==> src/rtl/mem_access_pkg.sv <==
// Shared encodings for the memory access unit: access sizes, FSM states and
// the default address window, plus the alignment/legality check used at accept.
package mem_access_pkg;

    localparam int unsigned DEFAULT_ADDR_LIMIT = 4096;

    typedef enum logic [1:0] {
        SIZE_BYTE    = 2'b00,
        SIZE_HALF    = 2'b01,
        SIZE_WORD    = 2'b10,
        SIZE_ILLEGAL = 2'b11
    } size_e;

    typedef enum logic [1:0] {
        IDLE  = 2'b00,
        READ  = 2'b01,
        WRITE = 2'b10,
        RESP  = 2'b11
    } state_e;

    // True when the size encoding is illegal or the address is not naturally aligned.
    function automatic logic sizeFault(input size_e size, input logic [1:0] addrLow);
        case (size)
            SIZE_HALF:    return addrLow[0];
            SIZE_WORD:    return addrLow != 2'b00;
            SIZE_ILLEGAL: return 1'b1;
            default:      return 1'b0;
        endcase
    endfunction

endpackage

==> src/rtl/mau_lane_align.sv <==
// Little-endian lane extraction (loads) and lane merge (sub-word stores)
// between a buffered memory word and right-justified request data.
module mau_lane_align
    import mem_access_pkg::*;
(
    input  logic [31:0] wordIn,
    input  logic [1:0]  addrLow,
    input  logic [1:0]  size,
    input  logic        isSigned,
    input  logic [31:0] storeData,
    output logic [31:0] loadData,
    output logic [31:0] mergedWord
);

    logic [4:0]  byteShift;
    logic [4:0]  halfShift;
    logic [31:0] shifted;

    assign byteShift = {addrLow, 3'b000};
    assign halfShift = {addrLow[1], 4'b0000};
    assign shifted   = wordIn >> byteShift;

    // Word accesses pass straight through; sub-word sizes extend on load and
    // splice only the addressed lanes on store.
    always_comb begin
        loadData   = shifted;
        mergedWord = storeData;
        case (size_e'(size))
            SIZE_BYTE: begin
                loadData   = {{24{isSigned & shifted[7]}}, shifted[7:0]};
                mergedWord = (wordIn & ~(32'h0000_00FF << byteShift))
                           | ({24'b0, storeData[7:0]} << byteShift);
            end
            SIZE_HALF: begin
                loadData   = {{16{isSigned & shifted[15]}}, shifted[15:0]};
                mergedWord = (wordIn & ~(32'h0000_FFFF << halfShift))
                           | ({16'b0, storeData[15:0]} << halfShift);
            end
            default: begin
                loadData   = shifted;
                mergedWord = storeData;
            end
        endcase
    end

endmodule

==> src/rtl/mem_access_unit.sv <==
// Byte/half/word load-store unit in front of a single-port word memory;
// sub-word stores are done as read-modify-write through an internal buffer.
module mem_access_unit
    import mem_access_pkg::*;
#(
    parameter int unsigned ADDR_LIMIT = DEFAULT_ADDR_LIMIT
) (
    input  logic        clk,
    input  logic        rst_n,
    input  logic        reqValid,
    output logic        reqReady,
    input  logic        reqWrite,
    input  logic [1:0]  reqSize,
    input  logic        reqSigned,
    input  logic [31:0] reqAddr,
    input  logic [31:0] reqWData,
    output logic        respValid,
    output logic [31:0] respRData,
    output logic        respErr,
    output logic        memWriteEn,
    output logic [31:0] memAddress,
    output logic [31:0] memWriteData,
    input  logic [31:0] memReadData
);

    state_e      state_q;
    logic        write_q;
    size_e       size_q;
    logic        signed_q;
    logic [31:0] addr_q;
    logic [31:0] wdata_q;
    logic [31:0] buf_q;
    logic        err_q;

    logic        reqErr_d;
    logic [31:0] loadData;
    logic [31:0] mergedWord;

    assign reqErr_d = sizeFault(size_e'(reqSize), reqAddr[1:0]) || (reqAddr >= ADDR_LIMIT);

    // Only word stores skip the read; every other legal access fills the buffer first.
    always_ff @(posedge clk) begin
        if (!rst_n) begin
            state_q  <= IDLE;
            write_q  <= 1'b0;
            size_q   <= SIZE_BYTE;
            signed_q <= 1'b0;
            addr_q   <= 32'h0;
            wdata_q  <= 32'h0;
            buf_q    <= 32'h0;
            err_q    <= 1'b0;
        end else begin
            case (state_q)
                IDLE: begin
                    if (reqValid) begin
                        write_q  <= reqWrite;
                        size_q   <= size_e'(reqSize);
                        signed_q <= reqSigned;
                        addr_q   <= reqAddr;
                        wdata_q  <= reqWData;
                        err_q    <= reqErr_d;
                        if (reqErr_d)
                            state_q <= RESP;
                        else if (reqWrite && size_e'(reqSize) == SIZE_WORD)
                            state_q <= WRITE;
                        else
                            state_q <= READ;
                    end
                end
                READ: begin
                    buf_q   <= memReadData;
                    state_q <= write_q ? WRITE : RESP;
                end
                WRITE:   state_q <= RESP;
                RESP:    state_q <= IDLE;
                default: state_q <= IDLE;
            endcase
        end
    end

    mau_lane_align u_align (
        .wordIn     (buf_q),
        .addrLow    (addr_q[1:0]),
        .size       (size_q),
        .isSigned   (signed_q),
        .storeData  (wdata_q),
        .loadData   (loadData),
        .mergedWord (mergedWord)
    );

    // The write strobe also looks at rst_n so a reset landing on WRITE kills the store.
    assign reqReady     = (state_q == IDLE);
    assign respValid    = (state_q == RESP);
    assign respErr      = respValid && err_q;
    assign respRData    = (respValid && !err_q && !write_q) ? loadData : 32'h0;
    assign memWriteEn   = (state_q == WRITE) && rst_n;
    assign memAddress   = {addr_q[31:2], 2'b00};
    assign memWriteData = (state_q == WRITE) ? mergedWord : 32'h0;

endmodule
==> config.mk <==
export PLATFORM = sky130hd
export DESIGN_NAME = mem_access_unit
export DESIGN_NICKNAME = d
export VERILOG_FILES = /design/src/rtl/mem_access_pkg.sv /design/src/rtl/mau_lane_align.sv /design/src/rtl/mem_access_unit.sv
export SDC_FILE = /design/constraint.sdc
export NUM_CORES = 1
export LEC_CHECK = 0
export BUFFER_PORTS_ARGS = -buffer_cell sky130_fd_sc_hd__buf_2
export CAP_MARGIN = 5
export CORE_AREA = 4 4 83 144
export DETAILED_ROUTE_END_ITERATION = 7
export DIE_AREA = 0 0 87 148
export PLACE_DENSITY = 0.84
export SETUP_SLACK_MARGIN = 0.15
export SLEW_MARGIN = 20
export SYNTH_ARGS = -nofsm -noshare
export SYNTH_HDL_FRONTEND = slang
export SYNTH_SLANG_ARGS = --single-unit
==> constraint.sdc <==
create_clock -name clk -period 5.4 [get_ports clk]
set_input_delay 0.54 -clock clk [delete_from_list [all_inputs] [get_ports clk]]
set_output_delay 0.54 -clock clk [all_outputs]
set_load 0.02 [all_outputs]
==> impl_results.md <==
* Post-Syn Instances at 690
* Setup bufs post-CTS at 0
* Post-DP HPWL at roughly 13 mm
* Post-Route Utilization at between 60% and 70%
* Slew headroom at 27.3%
* Crit start category: flip-flop
* Post-Route Skew at 6.03 ps
* Register-to-Register Path Depth at 6
* Fmax achieved at 0.291 GHz
* Total track usage at a little over a quarter
* Slew Limit Fails at 0
* Met1 wire length at between 6 and 7 mm
* Clock latency on the worst-skew pair at 340 ps
* Hold path startpoint: reqWData[10]
* Yosys top cell area share at a little over a third
* Post_cts resized at 0
* Worst setup EP type: primary output
* First-pass GRT wire length at between 20 and 30 mm
* Slew at the pin with the worst max-slew slack at 1090 ps
* Most common cell after layout, fill and taps aside: buf_2
* Register area share after synthesis at between 30 and 40%
* Sum Neg Setup Slack at 0 ps
* Post-place instance area at 6480 um2
* Final setup viols at 0
* FF+latch count, synth at 103
* Biggest area consumer among synthesized cells: dfxtp_1
* Critical path class: flip-flop to primary output
* Overflow left after global routing at 0
* Area Overhead vs Synth at 18.6%
* Metal3 WL at between 1 and 1.5 mm
* Final ANT Viol Nets at 0
* Hold Buf Count CTS at 0
* Critical Path RT at 4860 ps
* Mapped Area at between 5000 and 6000 um2
* Clock Path Buffers at 2
* Unrepaired setup endpoints after global routing: no
* Yosys cell types at 50
* Via density at 5.60
* Synthesized area per cell at slightly above 8 um2
* Leak at just under 0.003 uW
* Initial core utilization at between 50% and 60%
* Ranking of synthesized cells by area: dfxtp_1 36%, mux2i_1 12%, nand2_1 9.8%, a21boi_0 8.9%, nor2b_1 6.3%
* Routed wire length at roughly 18 mm
* Place WS at between 2000 and 2500 ps
* Drt pass-1 iters at 5
* # rows at 50
* CTS sink cnt at 103
* CP Max Fanout at 27
* Die Footprint at 12,900 um2
* # IOs at about 200
* R2R Path Start: state_q[1]
* DR vias at ~5.4k
* Run status: finished, final reports clean
* Nets at 929
* Gp weighted congestion at around 0.96
* Max cap viols at 0
* Layout cells sized above 1 at about 28%
* Finished Cell Area at approximately 6800 um2
* Pwr Density at 341 nW/um2
* CTS buffer count at 9
* TritonCTS clock tree: yes
* Vias in the first global route at 5,239
* # fillers at 982
* Hold Path Stages at 3
* Std-Cell Core Area at around 11,000 um2
* DR iter-0 viols at roughly 300
* Met2 wire len at ~9.3 mm
* Root Buffer: clkbuf_16
* Residual DRC at 0
* YS warnings at 0
* DR WL/cell at ~18 um
* Initial antenna violation count at 1
* Most frequent cells in the layout: 200 x buf_2, 148 x nand2_1, 103 x dfxtp_1
* Type of the most critical hold path: primary input to flip-flop
* Top sig layer: met4
* Die Y at 148 um
* WP data arrival at approximately 2900 ps
* Die width at between 80 and 90 um
* Maximum vdd drop at ~0.24 mV
* H-tree Lvls at 3
* Input/output buffers at 200
* Fin crit period at roughly 3400 ps
* Final Cycle Share at 63.6%
* Clock Pin Slew Worst Setup and Hold Paths at ~70 ps
* Largest net degree at the start of global routing at between 100 and 150
* R2R setup slack at ~3300 ps
* Final Hold Fails at 0
* Setup ws final at a little under 2000 ps
* Critical Path Start: size_q[1]
[report_power, final]
part | total, uW | leakage (uW) | switching (uW) | internal, uW
Clock | 703 | 0.000150 | 295 | 408
Sequential | 965 | 0.000843 | 111 | 853
Combinational | 649 | 0.00199 | 391 | 258
[worst paths after layout]
kind	to
setup reg to reg	addr_q[11]
hold reg to reg	addr_q[23]
setup / recovery	respRData[25]
hold / removal	wdata_q[10]
[layout make-up]
cell class              instances  area [um2]  area share, %
flip-flops and latches        103        2060           30.3
clock buffers                   9         225           3.31
diodes                          1        2.50         0.0368
repair buffers                205        1040           15.3
well taps                     130         163           2.39
inverters                       8        30.0          0.442
multi-input cells             495        3180           46.8
clock inverters                 6        95.1           1.40
[state kept, by name, summed over array words and instances (netlist names)]
signal    cells
buf_q        32
err_q         1
write_q       1
size_q        2
wdata_q      32
addr_q       32
signed_q      1
state_q       2
[cell families after synthesis]
group           after synthesis  synth area share (%)
other cells                   1                0.0654
mux                          68                  11.9
xor+xnor                      1                 0.153
buf+inv                      93                  8.65
flops                       103                  36.0
fa+ha+maj                     4                 0.873
simple gates                248                  20.2
compound gates              172                  22.2
[per-stage QoR]
| step | hold slack, ps | power, uW | std cells |
|---|---|---|---|
| after global routing | 444 | 2430 | 957 |
| after detailed placement | 456 | 1630 | 941 |
| after global placement | 448 | 1610 | 941 |
| after floorplan | 440 | 1450 | 691 |
| after CTS | 432 | 2330 | 956 |
| final | 443 | 2320 | 957 |
[critical path: stages (launching register included)]
cell	delay [ps]
dfxtp_1	650
clkinv_1	680
or3_1	740
nor2_8	200
a21o_1	130
buf_2	160
[synth_stat cells, drive strengths merged]
library cell,count
a211oi,22
a21bo,1
a21boi,69
a21o,9
a21oi,12
a221oi,8
a222oi,8
a22o,8
a2bb2oi,1
a31oi,1
and2,4
and3,1
buf,51
clkbuf,34
clkinv,1
conb,1
dfxtp,103
ha,4
inv,7
mux2,2
mux2i,66
nand2,149
nand2b,1
nand3,1
nand3b,2
nor2,18
nor2b,58
nor3,2
nor3b,1
nor4,4
o211ai,1
o21a,2
o21ai,19
o22ai,1
o2bb2ai,8
o31a,1
o32ai,1
or2,3
or3,1
or3b,2
or4,1
xnor2,1
[routing by layer]
metal / global-route usage (%) / vias to the layer above
li1: - / 2622
met1: 27.4 / 2454
met2: 47.8 / 218
met3: 5.19 / 62
met4: 15.7 / 0
met5: 0 / -
Note: power is estimated with default switching activity, not from simulation.
